[src/rtl/mem_arbiter.sv]
// mem_arbiter: two-port round-robin arbiter for a single-ported memory.
// Each transaction walks IDLE -> ACCESS -> RESP; all outputs are registered.
module mem_arbiter #(
  parameter int WIDTH = 8
) (
  input  logic             clk,
  input  logic             reset,
  input  logic             req0,
  input  logic             we0,
  input  logic [WIDTH-1:0] adr0,
  input  logic [WIDTH-1:0] wd0,
  output logic             gnt0,
  output logic             done0,
  output logic [WIDTH-1:0] rd0,
  input  logic             req1,
  input  logic             we1,
  input  logic [WIDTH-1:0] adr1,
  input  logic [WIDTH-1:0] wd1,
  output logic             gnt1,
  output logic             done1,
  output logic [WIDTH-1:0] rd1,
  output logic             memread,
  output logic             memwrite,
  output logic [WIDTH-1:0] adr,
  output logic [WIDTH-1:0] writedata,
  input  logic [WIDTH-1:0] memdata,
  output logic [7:0]       cnt0,
  output logic [7:0]       cnt1
);
  typedef enum logic [1:0] {IDLE, ACCESS, RESP} state_t;
  state_t state;
  logic last, owner, we_l, sel, sel_we;
  // On a tie the port that was not served last wins.
  assign sel = (req0 && req1) ? ~last : req1;
  assign sel_we = sel ? we1 : we0;
  always_ff @(posedge clk or negedge reset) begin
    if (!reset) begin
      state     <= IDLE;
      last      <= 1'b1;
      owner     <= 1'b0;
      we_l      <= 1'b0;
      gnt0      <= 1'b0;
      gnt1      <= 1'b0;
      done0     <= 1'b0;
      done1     <= 1'b0;
      rd0       <= '0;
      rd1       <= '0;
      cnt0      <= '0;
      cnt1      <= '0;
      memread   <= 1'b0;
      memwrite  <= 1'b0;
      adr       <= '0;
      writedata <= '0;
    end else begin
      done0 <= 1'b0;
      done1 <= 1'b0;
      case (state)
        IDLE: if (req0 || req1) begin
          owner     <= sel;
          we_l      <= sel_we;
          adr       <= sel ? adr1 : adr0;
          writedata <= sel ? wd1 : wd0;
          memread   <= ~sel_we;
          memwrite  <= sel_we;
          gnt0      <= ~sel;
          gnt1      <= sel;
          state     <= ACCESS;
        end
        ACCESS: begin
          gnt0     <= 1'b0;
          gnt1     <= 1'b0;
          memread  <= 1'b0;
          memwrite <= 1'b0;
          state    <= RESP;
        end
        RESP: begin
          if (!we_l && !owner) rd0 <= memdata;
          if (!we_l && owner) rd1 <= memdata;
          done0 <= ~owner;
          done1 <= owner;
          cnt0  <= cnt0 + {7'd0, ~owner};
          cnt1  <= cnt1 + {7'd0, owner};
          last  <= owner;
          state <= IDLE;
        end
        default: state <= IDLE;
      endcase
    end
  end
endmodule

[config.mk]
export PLATFORM = sky130hd
export DESIGN_NAME = mem_arbiter
export DESIGN_NICKNAME = d
export VERILOG_FILES = /design/src/rtl/mem_arbiter.sv
export SDC_FILE = /design/constraint.sdc
export NUM_CORES = 1
export LEC_CHECK = 0
export ABC_AREA = 1
export CORE_ASPECT_RATIO = 0.6
export CORE_MARGIN = 2
export CORE_UTILIZATION = 30
export DETAILED_ROUTE_END_ITERATION = 10
export PLACE_DENSITY_LB_ADDON = 0.25
export SYNTH_ARGS = -nofsm -noshare
export SYNTH_HDL_FRONTEND = slang
export SYNTH_SLANG_ARGS = --single-unit
[constraint.sdc]
create_clock -name clk -period 1.3 [get_ports clk]
set_input_delay 0.195 -clock clk [delete_from_list [all_inputs] [get_ports clk]]
set_output_delay 0.195 -clock clk [all_outputs]
set_load 0.05 [all_outputs]
==> Word level (Yosys, flattened, before mapping) <==
Index checks and enable logic that the tools add are counted.
{ "totals": {"elab_cells": 53, "out_inout_bits": 54, "ff_bits": 59, "in_bits": 46} }
{ "op_classes": {"n_mux": 16, "n_reduce_logical": 12, "n_eq_ne": 3, "bitwise_logic": 4, "n_addsub": 2} }
{ "ops": {"columns": ["cell", "count"], "rows": [
  ["$add A8 B1 Y8", 2],
  ["$mux W8", 2],
  ["$mux W1", 8],
  ["$pmux W1 S2", 4],
  ["$reduce_and A2 Y1", 4],
  ["$not A1 Y1", 4],
  ["$pmux W2 S2", 1],
  ["$logic_and A1 B1 Y1", 3],
  ["$eq A2 B1 Y1 const B", 1],
  ["$eq A2 B2 Y1 const B", 1],
  ["$logic_not A1 Y1", 2],
  ["$logic_not A2 Y1", 1],
  ["$mux W2", 1],
  ["$ne A2 B2 Y1 const B", 1],
  ["$reduce_bool A2 Y1", 1],
  ["$logic_or A1 B1 Y1", 1]
]} }

==> Logic depth before layout (Yosys ltp) <==
{ "depth": {"ltp_word": 6, "ltp_mapped": 8, "mapped_depth_nobuf": 8} }

==> Least setup slack after synthesis <==
No wires, ideal clock.
{ "synth_path": {"path_kind": "register to register", "start": "register cnt0[0]", "end": "register cnt0[6]", "setup_time_ns": 0.119, "arrival_ns": 1.519, "slack_ns": -0.339, "stages_incl_launch_ff": 8, "synth_period_minus_slack_ns": 1.639, "path_buffers": 0, "cell_sequence": "dfrtp_1 -> ha_1 -> ha_1 -> nand2_1 -> nor3_2 -> nand2_1 -> nand2_1 -> nand2_1"} }
{ "synth_between": {"elab_chain_cells": 1} }
{ "synth_lines": {"columns": ["element", "line_no", "source"], "rows": [
  ["from (decl)", "27", "output logic [7:0] cnt0,"],
  ["from (signal assigned)", "81", "cnt0 <= cnt0 + {7'd0, ~owner};"],
  ["$add A8 B1 Y8", "81", null]
]} }
No other way between the ends.
A chain may end at the register's enable or synchronous reset.

==> Worst setup path after layout <==
{ "layout_path": {"start": "register owner", "end": "register cnt0[6]"} }
{ "layout_between": {"elab_chain_cells": 2} }
{ "layout_lines": {"columns": ["element", "line_no", "source"], "rows": [
  ["from (decl)", "32", "logic last, owner, we_l, sel, sel_we;"],
  ["from (signal assigned)", "59", "owner <= sel;"],
  ["$not A1 Y1", "81", null],
  ["$add A8 B1 Y8", "81", null]
]} }
No other way between the ends.

==> metrics.txt <==
# TYPE chip_impl_metric gauge
chip_impl_info{name="outcome",value="completed"} 1
chip_impl_metric{name="power",unit="mW"} 13.71
chip_impl_metric{name="drt_first_iter_violations",unit=""} 86
chip_impl_metric{name="crit_fanout",unit=""} 3
chip_impl_metric{name="cp_data_arrival_time",unit="ns"} 1.50
chip_impl_metric{name="antenna-diode-count",unit=""} 0
chip_impl_metric{name="r2r_setup_slack",unit="ns"} 0.02
chip_impl_metric{name="yosys_warnings",unit=""} 0
chip_impl_metric{name="cap_violations",unit=""} 0
chip_impl_metric{name="drc",unit=""} 0
chip_impl_metric{name="layout-drive-gt1-share",unit="%"} 34.60
chip_impl_metric{name="final.setup_skew",unit="ns"} 0.003454
chip_impl_metric{name="core_area",unit="µm²"} 8588
chip_impl_metric{name="yosys_register_bits",unit=""} 59
chip_impl_info{name="cts_tree",value="done"} 1
chip_impl_metric{name="post-route-min-period",unit="ns"} 1.281
chip_impl_metric{name="layout_worst_path_cycle_share",unit="%"} 98.55
chip_impl_metric{name="drv_slew",unit=""} 0
chip_impl_metric{name="die_area",unit="µm²"} 9704
chip_impl_metric{name="count_of_final_hold_check_violations",unit=""} 0
chip_impl_metric{name="io_pins",unit=""} 100
chip_impl_info{name="root_buffer",value="sky130_fd_sc_hd__clkbuf_16"} 1
chip_impl_metric{name="final_area",unit="µm²"} 4938
chip_impl_metric{name="clock_insertion_delay_worst_skew",unit="ns"} 0.33
chip_impl_metric{name="chipHeight",unit="µm"} 77.11
chip_impl_metric{name="finalSetupViolCount",unit=""} 0
chip_impl_metric{name="seq_area_frac_synth",unit="%"} 55.29
chip_impl_metric{name="placement.io_buffers",unit=""} 99
chip_impl_info{name="grt_setup_unrepaired",value="yes"} 1
chip_impl_metric{name="max_root_sink_buffers",unit=""} 2
chip_impl_info{name="crit_path_start_kind",value="flip-flop"} 1
chip_impl_metric{name="largest_net_degree_at_the_start_of_global_routing",unit=""} 49
chip_impl_metric{name="synth_area",unit="µm²"} 2673
chip_impl_metric{name="static-leakage-power",unit="nW"} 2.350
chip_impl_info{name="cp-startpoint",value="owner"} 1
chip_impl_metric{name="areaGrowthSynthToFinish",unit="%"} 84.78
chip_impl_metric{name="max-vdd-ir-drop",unit="mV"} 1.450
chip_impl_metric{name="post-dp-hpwl",unit="mm"} 4.993
chip_impl_metric{name="post_syn_nets",unit=""} 340
chip_impl_info{name="critical_path.endpoint_type",value="flip-flop"} 1
chip_impl_metric{name="place.gp.congestion",unit=""} 0.7627
chip_impl_metric{name="cts_max_level",unit=""} 3
chip_impl_metric{name="synth_cell_types",unit=""} 26
chip_impl_metric{name="finalWorstSetupSlack",unit="ns"} 0.01881
chip_impl_metric{name="post_layout_nonfiller_instances",unit=""} 534
chip_impl_metric{name="drtAntennaViolNets",unit=""} 0
chip_impl_metric{name="first_global_vias",unit=""} 2224
chip_impl_metric{name="initial_core_util",unit="%"} 31.12
chip_impl_metric{name="dpl_worst_slack",unit="ns"} -0.2352
chip_impl_metric{name="grt_util_all_layers",unit="%"} 14.56
chip_impl_metric{name="antenna_found_initial",unit=""} 0
chip_impl_metric{name="drt_pass1_iterations",unit=""} 4
chip_impl_metric{name="route.detailed.wl_per_inst",unit="µm"} 12.96
chip_impl_info{name="ff_to_ff_start",value="owner"} 1
chip_impl_info{name="worstHoldPathType",value="in2async"} 1
chip_impl_metric{name="max_clock_freq",unit="MHz"} 780.5
chip_impl_metric{name="post_drt_via_cell_ratio",unit=""} 4.330
chip_impl_metric{name="r2r.worst_path.cells",unit=""} 8
chip_impl_metric{name="place_area",unit="µm²"} 4472
chip_impl_metric{name="crit_required",unit="ns"} 1.52
chip_impl_metric{name="num-nets-final",unit=""} 467
chip_impl_metric{name="placedCellCount",unit=""} 508
chip_impl_metric{name="tightest_slew",unit="ns"} 0.4952
chip_impl_metric{name="number_of_vias_after_detailed_routing",unit=""} 2312
chip_impl_metric{name="slew_headroom",unit="%"} 66.95
chip_impl_metric{name="routed_wl",unit="mm"} 6.918
chip_impl_metric{name="dieWidth",unit="µm"} 125.9
chip_impl_metric{name="power-per-cell-area",unit="nW/µm²"} 2777
chip_impl_info{name="crit_type",value="reg2reg"} 1
chip_impl_metric{name="tritoncts_num_sinks",unit=""} 59
chip_impl_metric{name="grt_pass1_wl",unit="mm"} 10.83
chip_impl_metric{name="grt.overflow.total",unit=""} 0
chip_impl_metric{name="synthCells",unit=""} 290
chip_impl_metric{name="cts-buffers-inserted",unit=""} 9
chip_impl_metric{name="post_synth.cell_area_avg",unit="µm²"} 9.216
chip_impl_info{name="r2r-end",value="cnt0[6]"} 1
chip_impl_metric{name="num_rows",unit=""} 26
chip_impl_metric{name="clk_transition_reported_paths",unit="ns"} 0.05
[repair_timing]
item | 4_1_cts | 5_1_grt
hold endpoints to repair | 11 | 0
buffers inserted | 0 | 6
hold buffers | 1 | 0
pin swaps | 0 | 10
gates resized for setup | 3 | 24
setup endpoints to repair | 18 | 38
gates cloned | 0 | 3
[per-stage QoR]
stage	TNS (ns)	hold slack, ns	util, %
after floorplan	-0.09751	-0.1006	-
after detailed placement	-4.955	0.09398	52.07
final	0	0.2875	57.50
after global placement	-3.933	0.09500	52.07
after global routing	-0.7285	0.3056	57.50
after CTS	0	0.2717	55.71
[state kept, by name, summed over array words and instances, names as in the netlist, 2 cells and up]
register,cells
cnt1,8
cnt0,8
rd1,8
adr,8
writedata,8
rd0,8
state,2
[how the worst max path moves through the flow]
stage / to
after detailed placement: memwrite
after global routing: cnt0[6]
final: cnt0[6]
after global placement: adr[0]
after CTS: cnt0[6]
after floorplan: cnt0[6]
[where the power goes]
part	switching, mW	internal (mW)
Combinational	4.22	3.67
Sequential	0.942	2.63
Clock	0.762	1.49
Total	5.92	7.79
[synthesized netlist by cell type]
library cell | count | share of area, %
sky130_fd_sc_hd__a21oi_1 | 1 | 0.19
sky130_fd_sc_hd__nor2_4 | 4 | 1.7
sky130_fd_sc_hd__o21ai_2 | 18 | 5.9
sky130_fd_sc_hd__dfrtp_1 | 58 | 54
sky130_fd_sc_hd__buf_6 | 4 | 1.7
sky130_fd_sc_hd__a21boi_0 | 1 | 0.28
sky130_fd_sc_hd__inv_1 | 37 | 5.2
sky130_fd_sc_hd__buf_1 | 1 | 0.14
sky130_fd_sc_hd__nor2_1 | 9 | 1.3
sky130_fd_sc_hd__buf_2 | 1 | 0.19
sky130_fd_sc_hd__nand2_4 | 2 | 0.84
sky130_fd_sc_hd__buf_4 | 1 | 0.28
sky130_fd_sc_hd__nor3_2 | 1 | 0.37
sky130_fd_sc_hd__xnor2_1 | 2 | 0.66
sky130_fd_sc_hd__nor2_2 | 1 | 0.23
sky130_fd_sc_hd__nand3b_1 | 2 | 0.56
sky130_fd_sc_hd__nand4_1 | 3 | 0.70
sky130_fd_sc_hd__dfstp_2 | 1 | 0.98
sky130_fd_sc_hd__nand3_1 | 13 | 2.4
sky130_fd_sc_hd__o21bai_1 | 1 | 0.28
sky130_fd_sc_hd__o21ai_0 | 4 | 0.75
sky130_fd_sc_hd__xor2_1 | 5 | 1.6
sky130_fd_sc_hd__o211ai_1 | 7 | 2.0
sky130_fd_sc_hd__nand2_1 | 106 | 15
sky130_fd_sc_hd__ha_1 | 4 | 1.9
sky130_fd_sc_hd__nand2_2 | 3 | 0.70
[per-layer routing]
metal  vias up  routed length (µm)  track usage [%]
met5         -                   0                0
met4         0                  91            6.264
met3         8                 696            8.304
met2        73                2795            19.95
met1      1069                3335            18.63
li1       1162                   -                -
[final cells by class]
cell class	count	area, µm²
repair buffers	121	1714
flip-flops and latches	59	1485
multi-input cells	189	1165
fillers	745	3650
inverters	37	141.4
clock inverters	1	5.005
well taps	112	140.1
clock buffers	15	287.8
[critical path, stage by stage, from the launching register on]
cell and delay [ns]:
sky130_fd_sc_hd__dfrtp_1 0.40, sky130_fd_sc_hd__inv_2 0.09, sky130_fd_sc_hd__ha_4 0.15, sky130_fd_sc_hd__ha_4 0.14, sky130_fd_sc_hd__nand2_4 0.05, sky130_fd_sc_hd__nor3_4 0.17, sky130_fd_sc_hd__nand2_1 0.08, sky130_fd_sc_hd__nand2_1 0.05
sky130_fd_sc_hd__nand2_1 0.04
[placed cells by master (no fill, tap or decap), types with 4 or more instances in the layout]
master,synthesis,layout
sky130_fd_sc_hd__nand2_2,3,5
sky130_fd_sc_hd__ha_4,0,4
sky130_fd_sc_hd__o21ai_0,4,4
sky130_fd_sc_hd__buf_12,0,55
sky130_fd_sc_hd__dfrtp_2,0,6
sky130_fd_sc_hd__dfrtp_1,58,52
sky130_fd_sc_hd__clkdlybuf4s50_1,0,44
sky130_fd_sc_hd__nand3_1,13,12
sky130_fd_sc_hd__nor2_4,4,8
sky130_fd_sc_hd__inv_1,37,33
sky130_fd_sc_hd__buf_4,1,18
sky130_fd_sc_hd__o21ai_2,18,17
sky130_fd_sc_hd__nand2_1,106,101
sky130_fd_sc_hd__clkbuf_8,0,4
sky130_fd_sc_hd__xor2_1,5,5
sky130_fd_sc_hd__clkbuf_16,0,9
sky130_fd_sc_hd__nor2_1,9,5
sky130_fd_sc_hd__o211ai_1,7,7
[cells by family (layout without fill, tap and decap cells)]
family                     Yosys count  after routing  share of synthesized area, %
DFF                                 59             59                         55.29
and+or+nand+nor                    144            146                         23.69
adders and majority gates            4              4                         1.873
buffers and inverters               44            174                         7.490
AOI/OAI and AO/OA                   32             32                         9.363
xor gates and xnor gates             7              7                         2.294
No activity file was read; power rests on OpenSTA's default activity.
